$ cat config.mk
export PLATFORM = sky130hd
export DESIGN_NAME = hazard_ctrl
export DESIGN_NICKNAME = d
export VERILOG_FILES = /design/src/rtl/hazard_ctrl_pkg.sv /design/src/rtl/mdu_seq.sv /design/src/rtl/hazard_ctrl.sv
export SDC_FILE = /design/constraint.sdc
export NUM_CORES = 1
export LEC_CHECK = 0
export CORE_MARGIN = 1.5
export CORE_UTILIZATION = 37
export DETAILED_ROUTE_END_ITERATION = 8
export PLACE_DENSITY = 0.88
export SETUP_SLACK_MARGIN = 0.3
export SLEW_MARGIN = 20
export SYNTH_ARGS = -nofsm -noshare
export SYNTH_HDL_FRONTEND = slang
export SYNTH_SLANG_ARGS = --single-unit
export TNS_END_PERCENT = 1
$ cat constraint.sdc
create_clock -name clk -period 2.03 [get_ports clk]
set_input_delay 0.203 -clock clk [delete_from_list [all_inputs] [get_ports clk]]
set_output_delay 0.203 -clock clk [all_outputs]
set_load 0.05 [all_outputs]
$ cat src/rtl/hazard_ctrl_pkg.sv
// Shared encodings and default latencies for the pipeline hazard controller.
package hazard_ctrl_pkg;

  localparam logic [1:0] FWD_RF  = 2'b00;
  localparam logic [1:0] FWD_WB  = 2'b01;
  localparam logic [1:0] FWD_MEM = 2'b10;

  typedef enum logic [1:0] {
    StIdle = 2'b00,
    StBusy = 2'b01,
    StDone = 2'b10
  } mdu_state_e;

  localparam int unsigned MUL_LAT_DEF = 3;
  localparam int unsigned DIV_LAT_DEF = 34;
  localparam int unsigned CNT_W_DEF   = 6;

endpackage

$ cat src/rtl/mdu_seq.sv
// MUL/DIV sequencer: holds the EX op for its full latency, then pulses done for one cycle.
module mdu_seq
  import hazard_ctrl_pkg::*;
#(
  parameter int unsigned MUL_LAT = MUL_LAT_DEF,
  parameter int unsigned DIV_LAT = DIV_LAT_DEF,
  parameter int unsigned CNT_W   = CNT_W_DEF
) (
  input  logic clk,
  input  logic rst,
  input  logic i_start,
  input  logic i_div,
  output logic o_busy,
  output logic o_done,
  output logic o_freeze
);

  localparam logic [CNT_W-1:0] MulInit = CNT_W'(MUL_LAT - 2);
  localparam logic [CNT_W-1:0] DivInit = CNT_W'(DIV_LAT - 2);

  mdu_state_e       r_state;
  mdu_state_e       w_state_nxt;
  logic [CNT_W-1:0] r_cnt;
  logic [CNT_W-1:0] w_cnt_nxt;

  always_ff @(posedge clk) begin
    if (rst) begin
      r_state <= StIdle;
      r_cnt   <= '0;
    end else begin
      r_state <= w_state_nxt;
      r_cnt   <= w_cnt_nxt;
    end
  end

  always_comb begin
    w_state_nxt = r_state;
    w_cnt_nxt   = r_cnt;
    o_busy      = 1'b0;
    o_done      = 1'b0;
    o_freeze    = 1'b0;
    unique case (r_state)
      StIdle: begin
        if (i_start) begin
          // The start cycle is occupancy cycle 1; a zero load means no BUSY cycles at all.
          w_cnt_nxt   = i_div ? DivInit : MulInit;
          w_state_nxt = (w_cnt_nxt == '0) ? StDone : StBusy;
          o_freeze    = 1'b1;
        end
      end
      StBusy: begin
        o_busy    = 1'b1;
        o_freeze  = 1'b1;
        w_cnt_nxt = r_cnt - 1'b1;
        if (w_cnt_nxt == '0) begin
          w_state_nxt = StDone;
        end
      end
      StDone: begin
        o_done      = 1'b1;
        w_state_nxt = StIdle;
      end
      default: begin
        w_state_nxt = StIdle;
        w_cnt_nxt   = '0;
      end
    endcase
  end

endmodule

$ cat src/rtl/hazard_ctrl.sv
// Hazard controller: forwarding selects, load-use stall, redirect flush, MDU freeze.
// Optional HAZARD_PERF_CNT_EN adds saturating stall/flush event counters.
module hazard_ctrl
  import hazard_ctrl_pkg::*;
#(
  parameter int unsigned REG_AW  = 5,
  parameter int unsigned MUL_LAT = MUL_LAT_DEF,
  parameter int unsigned DIV_LAT = DIV_LAT_DEF,
  parameter int unsigned CNT_W   = CNT_W_DEF
) (
  input  logic              clk,
  input  logic              rst,
  input  logic [REG_AW-1:0] i_Rs1_D,
  input  logic [REG_AW-1:0] i_Rs2_D,
  input  logic [REG_AW-1:0] i_Rs1_E,
  input  logic [REG_AW-1:0] i_Rs2_E,
  input  logic [REG_AW-1:0] i_Rd_E,
  input  logic [REG_AW-1:0] i_Rd_M,
  input  logic [REG_AW-1:0] i_Rd_W,
  input  logic              i_regwrite_M,
  input  logic              i_regwrite_W,
  input  logic              i_memread_E,
  input  logic              i_redirect_E,
  input  logic              i_mdu_start_E,
  input  logic              i_mdu_div_E,
  output logic              o_stall_F,
  output logic              o_stall_D,
  output logic              o_flush_D,
  output logic              o_stall_E,
  output logic              o_flush_E,
  output logic              o_bubble_M,
  output logic [1:0]        o_fwd_a,
  output logic [1:0]        o_fwd_b,
  output logic              o_mdu_busy,
  output logic              o_mdu_done
`ifdef HAZARD_PERF_CNT_EN
  ,
  output logic [31:0]       o_stall_cnt,
  output logic [31:0]       o_flush_cnt
`endif
);

  logic w_busy;
  logic w_done;
  logic w_freeze;
  logic w_lu;

  mdu_seq #(
    .MUL_LAT (MUL_LAT),
    .DIV_LAT (DIV_LAT),
    .CNT_W   (CNT_W)
  ) u_mdu_seq (
    .clk      (clk),
    .rst      (rst),
    .i_start  (i_mdu_start_E),
    .i_div    (i_mdu_div_E),
    .o_busy   (w_busy),
    .o_done   (w_done),
    .o_freeze (w_freeze)
  );

  // MEM is the younger producer, so it wins over WB; x0 is never forwarded.
  function automatic logic [1:0] fwd_sel(input logic [REG_AW-1:0] rs,
                                         input logic [REG_AW-1:0] rd_m,
                                         input logic              we_m,
                                         input logic [REG_AW-1:0] rd_w,
                                         input logic              we_w);
    if (we_m && (rd_m != '0) && (rd_m == rs)) begin
      return FWD_MEM;
    end else if (we_w && (rd_w != '0) && (rd_w == rs)) begin
      return FWD_WB;
    end
    return FWD_RF;
  endfunction

  assign w_lu = i_memread_E && (i_Rd_E != '0) && ((i_Rd_E == i_Rs1_D) || (i_Rd_E == i_Rs2_D));

  always_comb begin
    o_stall_F  = 1'b0;
    o_stall_D  = 1'b0;
    o_flush_D  = 1'b0;
    o_stall_E  = 1'b0;
    o_flush_E  = 1'b0;
    o_bubble_M = 1'b0;
    o_fwd_a    = FWD_RF;
    o_fwd_b    = FWD_RF;
    o_mdu_busy = 1'b0;
    o_mdu_done = 1'b0;
    if (!rst) begin
      o_fwd_a    = fwd_sel(i_Rs1_E, i_Rd_M, i_regwrite_M, i_Rd_W, i_regwrite_W);
      o_fwd_b    = fwd_sel(i_Rs2_E, i_Rd_M, i_regwrite_M, i_Rd_W, i_regwrite_W);
      o_mdu_busy = w_busy;
      o_mdu_done = w_done;
      if (w_freeze) begin
        o_stall_F  = 1'b1;
        o_stall_D  = 1'b1;
        o_stall_E  = 1'b1;
        o_bubble_M = 1'b1;
      end else if (i_redirect_E) begin
        o_flush_D = 1'b1;
        o_flush_E = 1'b1;
      end else if (w_lu) begin
        o_stall_F = 1'b1;
        o_stall_D = 1'b1;
        o_flush_E = 1'b1;
      end
    end
  end

`ifdef HAZARD_PERF_CNT_EN
  logic [31:0] r_stall_cnt;
  logic [31:0] r_flush_cnt;

  always_ff @(posedge clk) begin
    if (rst) begin
      r_stall_cnt <= '0;
      r_flush_cnt <= '0;
    end else begin
      if (o_stall_D && (r_stall_cnt != '1)) begin
        r_stall_cnt <= r_stall_cnt + 32'd1;
      end
      if (o_flush_D && (r_flush_cnt != '1)) begin
        r_flush_cnt <= r_flush_cnt + 32'd1;
      end
    end
  end

  assign o_stall_cnt = r_stall_cnt;
  assign o_flush_cnt = r_flush_cnt;
`endif

endmodule

==> impl_metrics.env, run 1 <==
export IMPL_setup_viol=0
export IMPL_path_clk_slew_ns=0.05
export IMPL_io_pin_count=55
export IMPL_nFillCells=158
export IMPL_coreArea_um2=2255
export IMPL_worst_ep_arrival_time_ns=1.61
export IMPL_cts_sinks=8
export IMPL_pre_cts_ws_ns=-0.1967
export IMPL_rsz0062_at_grt="true"
export IMPL_multiInputGateArea_um2=783.3
export IMPL_crit_path_end="o_fwd_a[0]"
export IMPL_drt_total_wl_um=3143
export IMPL_drv_slew=0
export IMPL_status="finished clean"
export IMPL_ys_warn_count=0
export IMPL_power_leakage_uw=0.0007249
export IMPL_pwr_density_cell_nw_per_um2=395.7
export IMPL_ff2ff_setup_slack_ns=0.31
export IMPL_synth_cells=117
export IMPL_gr_total_overflow=0
export IMPL_crit_required_ns=1.83
export IMPL_slowest_delay_ns=0.55
export IMPL_fmax_mhz=552.8
export IMPL_synth_avg_cell_area_um2=7.678
export IMPL_hold_class="register to register"
export IMPL_hold_violations=0
export IMPL_power_total_uw=683.7
export IMPL_synthFlopType="dfxtp_1"
export IMPL_viasPerCell=5.272
export IMPL_fp_row_count=17
export IMPL_ant_nets=0
export IMPL_regArea_um2=161.4
export IMPL_grt_pass1_wl_um=5037
export IMPL_ys_async_sr_fraction=0
export IMPL_drc_errors=0
export IMPL_netlist_area_leader_share=0.1852
export IMPL_worst_slack_ns=0.2209
export IMPL_drive_above_1_share=0.3027
export IMPL_cp_top_family="simple AND/OR/NAND/NOR gates"
export IMPL_place_congestion=0.8826
export IMPL_critPathKind="input port to output port"
export IMPL_max_cap_violations=0
export IMPL_path_depth=5
export IMPL_relSlewSlack=0.7319
export IMPL_dr_total_vias=1123
export IMPL_tightest_slew_ns=0.3991
export IMPL_crit_buf_inv=2
export IMPL_cts_tree="yes"
export IMPL_die_area_um2=2733
export IMPL_cp_cell_sequence="clkdlybuf4s15_1 -> xor2_1 -> or4_4 -> nor4_4 -> buf_12"
export IMPL_synth_area_leaders="xor2_1, dfxtp_1, xnor2_1"
export IMPL_grt_pass1_vias=1146
export IMPL_clk_latency_ns=0.26
export IMPL_finalSetupTns_ns=0
export IMPL_insertedDiodeCount=0
export IMPL_ys_seq_elements=8
export IMPL_place_hpwl_um=2602
export IMPL_final_cell_count_no_fill=213
export IMPL_h_tree_depth=1
export IMPL_layout_min_cycle_time_ns=1.809
export IMPL_rr_worst_depth=4
export IMPL_start_kind="input port"
export IMPL_yosysTopAreaCell="xor2_1"
export IMPL_dr_pass1_iters=4
export IMPL_ys_types=33
export IMPL_cts_made_buffers=3
export IMPL_syn_to_final_growth_pct=92.34
export IMPL_cp_max_fo=2
export IMPL_fin_skew_ns=0.008375
export IMPL_io_buffers=54
export IMPL_wl_per_cell_um=14.76
export IMPL_track_usage=0.2439
export IMPL_endpoint_kind="output port"
export IMPL_fin_crit_sh=0.8912
export IMPL_die_y_um=52.28
export IMPL_drt_initial_drc_count=13
export IMPL_r2r_start="u_mdu_seq.r_cnt[0]$_SDFFE_PP0P_"
export IMPL_critPathLaunch="i_Rs1_E[3]"
export IMPL_netlist_area_um2=898.4
export IMPL_synth_nets=162
export IMPL_cts_hold_buf=0
export IMPL_critPathSlowestCell="or4_4"
export IMPL_final_core_util=0.7664
export IMPL_cts_buffer_depth=2
export IMPL_root_buffer="clkbuf_4"
export IMPL_synth_most_common_cell="xor2_1"
export IMPL_start_util=0.3984
export IMPL_grt_max_degree=15
export IMPL_r2r_end="u_mdu_seq.r_cnt[5]$_SDFFE_PP0P_"
export IMPL_synth_edf_count=0
export IMPL_fin_nets=232
export IMPL_dp_cells=207
export IMPL_antenna_found_initial=0
export IMPL_ys_top_cells_by_count="xor2_1, xnor2_1, nor2_1, dfxtp_1, nor3_1"
export IMPL_peakVddDrop_mv=0.3037
export IMPL_die_w_um=52.28
export IMPL_yosysSeqAreaShare=0.1783
-- registers in the layout, summed over array words and instances, names as in the netlist --
| register | cells |
|---|---|
| u_mdu_seq.r_state | 2 |
| u_mdu_seq.r_cnt | 6 |
-- how the worst min path moves through the flow --
stage | start | end | depth (start not counted)
after global routing | u_mdu_seq.r_cnt[5]$_SDFFE_PP0P_ | u_mdu_seq.r_cnt[5]$_SDFFE_PP0P_ | 2
after CTS | u_mdu_seq.r_cnt[5]$_SDFFE_PP0P_ | u_mdu_seq.r_cnt[5]$_SDFFE_PP0P_ | 2
after floorplan | i_mdu_start_E | u_mdu_seq.r_cnt[0]$_SDFFE_PP0P_ | 2
final | u_mdu_seq.r_cnt[5]$_SDFFE_PP0P_ | u_mdu_seq.r_cnt[5]$_SDFFE_PP0P_ | 2
after global placement | u_mdu_seq.r_cnt[5]$_SDFFE_PP0P_ | u_mdu_seq.r_cnt[5]$_SDFFE_PP0P_ | 2
after detailed placement | u_mdu_seq.r_cnt[5]$_SDFFE_PP0P_ | u_mdu_seq.r_cnt[5]$_SDFFE_PP0P_ | 2
-- power by group --
group / total [uW] / switching (uW) / internal [uW]
Sequential: 189 / 18.1 / 171
Combinational: 369 / 179 / 190
Clock: 126 / 57.8 / 67.9
-- final cells by class --
type,count,share of cell area
multi-input combinational,98,0.4533
sequential,8,0.09341
timing repair buffer,70,0.4070
tap,28,0.02028
clock buffer,3,0.01303
inverter,6,0.01303
-- timing repair --
item | in CTS | in global routing
resized for setup | 67 | 0
cloned | 0 | 0
endpoints found under the setup margin | 11 | 10
setup buffers | 3 | 0
pin swaps | 11 | 0
-- cells in the final DEF, fill, tap and decap left out, drive strengths merged, types with 6 or more instances in the layout --
cell type	instances
nor2	9
xor2	19
xnor2	14
buf	33
dfxtp	8
dlygate4sd2	16
nor3	7
nand2	6
clkdlybuf4s50	17
inv	6
-- layer usage --
| layer | up-vias | part of all wire | global-route usage | wire length, um |
|---|---|---|---|---|
| met5 | - | 0 | 0 | 0 |
| met4 | 0 | 0.015 | 0.08120 | 46 |
| met3 | 7 | 0.045 | 0.02571 | 143 |
| met2 | 40 | 0.54 | 0.4810 | 1690 |
| met1 | 524 | 0.40 | 0.2651 | 1262 |
| li1 | 552 | - | - | - |
-- tightest hold or removal path, stage by stage (launching register included) --
cell	delay, ns
dfxtp_1	0.33
nand3_1	0.10
a21oi_1	0.06
-- cell families after synthesis --
kind of cell / count (synthesis) / synth area share
simple gates: 44 / 0.2632
xor+xnor: 33 / 0.3217
compound gates: 18 / 0.1407
buf+inv: 11 / 0.05570
flops: 8 / 0.1783
fa+ha+maj: 2 / 0.02785
mux: 1 / 0.01253
-- metrics by stage --
stage | hold WS, ns | area (um2)
after CTS | 0.5471 | 1728
after global placement | 0.4967 | 1648
final | 0.5467 | 1728
after floorplan | 0.4583 | 944.7
after detailed placement | 0.5411 | 1648
after global routing | 0.5554 | 1728
Note: power is estimated with default switching activity, not from simulation.
==> run 2: changes to the inputs <==
Settings changed: ABC_AREA set to 1, CORE_UTILIZATION 37 to 39.
==> impl_metrics.env, run 2 <==
export IMPL_h_tree_depth=1
export IMPL_setup_viol=0
export IMPL_drt_total_wl_um=2957
export IMPL_peakVddDrop_mv=0.3514
export IMPL_grt_pass1_wl_um=4609
export IMPL_status="finished clean"
export IMPL_drc_errors=0
export IMPL_tightest_slew_ns=0.3569
export IMPL_synth_avg_cell_area_um2=5.564
export IMPL_cts_hold_buf=0
export IMPL_final_common_cell="nand2_1"
export IMPL_netlist_area_leader_share=0.1902
export IMPL_cts_tree="yes"
export IMPL_yosysSeqAreaShare=0.1531
export IMPL_netlist_area_um2=1046
export IMPL_endpoint_kind="output port"
export IMPL_root_buffer="clkbuf_4"
export IMPL_min_path_cells=2
export IMPL_rsz0062_at_grt="true"
export IMPL_r2r_start="u_mdu_seq.r_cnt[0]$_SDFFE_PP0P_"
export IMPL_final_core_util=0.7472
export IMPL_io_buffers=54
export IMPL_layout_common_cells="nand2_1, inv_1, clkdlybuf4s50_1"
export IMPL_relSlewSlack=0.7620
export IMPL_largest_reg_flops=6
export IMPL_synthFlopType="dfxtp_1"
export IMPL_cp_cell_sequence="clkdlybuf4s50_1 -> xnor2_1 -> nand3_2 -> buf_4 -> nor3_2 -> nor2_2 -> buf_12"
export IMPL_hold_violations=0
export IMPL_fmax_mhz=593.4
export IMPL_max_cap_violations=0
export IMPL_gr_total_overflow=0
export IMPL_layout_min_cycle_time_ns=1.685
export IMPL_crit_required_ns=1.83
export IMPL_synth_edf_count=0
export IMPL_grt_max_degree=9
export IMPL_cp_top_family="buffers and inverters"
export IMPL_dr_total_vias=1268
export IMPL_critPathKind="input port to output port"
export IMPL_cts_made_buffers=3
export IMPL_synth_nets=233
export IMPL_cp_max_fo=2
export IMPL_die_w_um=54.79
export IMPL_place_congestion=0.8321
export IMPL_ys_top_cells_by_count="nand2_1, nor2_1, inv_1, xnor2_1, nand3_1"
export IMPL_ys_seq_elements=8
export IMPL_fin_skew_ns=0.003104
export IMPL_worst_ep_arrival_time_ns=1.48
export IMPL_max_flop_register="u_mdu_seq.r_cnt"
export IMPL_clk_latency_ns=0.27
export IMPL_grt_pass1_vias=1128
export IMPL_track_usage=0.2128
export IMPL_ys_async_sr_fraction=0
export IMPL_crit_buf_inv=3
export IMPL_critPathSlowestCell="clkdlybuf4s50_1"
export IMPL_place_hpwl_um=2457
export IMPL_path_depth=7
export IMPL_slowest_delay_ns=0.51
export IMPL_path_clk_slew_ns=0.05
export IMPL_synth_most_common_cell="nand2_1"
export IMPL_die_area_um2=3002
export IMPL_syn_to_final_growth_pct=78.59
export IMPL_start_kind="input port"
export IMPL_ys_warn_count=0
export IMPL_fp_row_count=18
export IMPL_finalSetupTns_ns=0
export IMPL_cts_buffer_depth=2
export IMPL_cts_sinks=8
export IMPL_rr_worst_depth=9
export IMPL_critPathLaunch="i_Rs1_E[0]"
export IMPL_drt_initial_drc_count=17
export IMPL_coreArea_um2=2500
export IMPL_fin_nets=291
export IMPL_die_y_um=54.79
export IMPL_dr_pass1_iters=4
export IMPL_wl_per_cell_um=10.79
export IMPL_power_leakage_uw=0.0009838
export IMPL_io_pin_count=55
export IMPL_hold_class="register to register"
export IMPL_synth_area_leaders="nand2_1, dfxtp_1, xnor2_1"
export IMPL_pwr_density_cell_nw_per_um2=370.1
export IMPL_start_util=0.4184
export IMPL_drive_above_1_share=0.1721
export IMPL_fin_crit_sh=0.8302
export IMPL_drv_slew=0
export IMPL_antenna_found_initial=0
export IMPL_min_from="u_mdu_seq.r_cnt[4]$_SDFFE_PP0P_"
export IMPL_yosysTopAreaCell="nand2_1"
export IMPL_largestRegisters="u_mdu_seq.r_cnt: 6 flops, u_mdu_seq.r_state: 2 flops"
export IMPL_synth_cells=188
export IMPL_viasPerCell=4.628
export IMPL_insertedDiodeCount=0
export IMPL_dp_cells=270
export IMPL_final_cell_count_no_fill=274
export IMPL_nFillCells=191
export IMPL_ant_nets=0
export IMPL_ys_types=26
==> run 2: per-layer routing <==
layer,vias up,GRT usage,part of all wire
met5,-,0,0
met2,29,0.3631,0.50
met3,7,0.01366,0.033
met1,541,0.2687,0.45
li1,691,-,-
met4,0,0.1000,0.021
==> run 2: repair_timing <==
item	4_1_cts	5_1_grt
pin swaps	0	10
gates resized for setup	3	26
endpoints found under the setup margin	4	7
buffers inserted	0	1
==> run 2: cell type report <==
cell class                 count  area (um2)  area share
multi-input combinational    145       813.3      0.4354
clock buffer                   3       22.52     0.01206
sequential                     8       160.2     0.08573
timing repair buffer          56       714.4      0.3825
tap                           30       37.54     0.02009
inverter                      32       120.1     0.06430
==> run 2: path summary, 6_finish.rpt <==
path                                             to  slack (ns)
setup / recovery                         o_fwd_a[0]        0.34
setup reg to reg  u_mdu_seq.r_state[0]$_SDFFE_PP0P_        0.64
hold reg to reg     u_mdu_seq.r_cnt[4]$_SDFFE_PP0P_        0.50
hold / removal      u_mdu_seq.r_cnt[4]$_SDFFE_PP0P_        0.50
==> run 2: worst min-delay path: stages, from the launching register on <==
cell and delay [ns]:
dfxtp_1 0.33, nand2_1 0.07, a21oi_1 0.05
==> run 2: metrics by stage <==
stage	total power (uW)	setup slack [ns]	hold slack (ns)	instance area (um2)
2_1_floorplan	382.3	-0.1191	0.3816	1052
3_3_place_gp	543.9	0.1746	0.4912	1738
3_5_place_dp	552.1	0.1536	0.4917	1738
4_1_cts	683.5	0.2637	0.4998	1768
5_1_grt	740.1	0.2701	0.5423	1868
6_report	691.5	0.3447	0.5014	1868
==> run 2: where the power goes <==
part | leakage [uW] | total (uW) | switching [uW] | internal, uW
logic | 0.000904 | 379 | 193 | 186
clock network | 0.0000138 | 131 | 62.8 | 68.2
registers | 0.0000659 | 181 | 12.0 | 169
==> run 2: cell families (layout without fill, tap and decap cells) <==
group	count (synthesis)	count (layout)	synth area share
AOI/OAI and AO/OA	15	15	0.08253
xor gates and xnor gates	18	18	0.1507
adders and majority gates	2	2	0.02392
buffers and inverters	35	91	0.1340
DFF	8	8	0.1531
and+or+nand+nor	110	110	0.4557
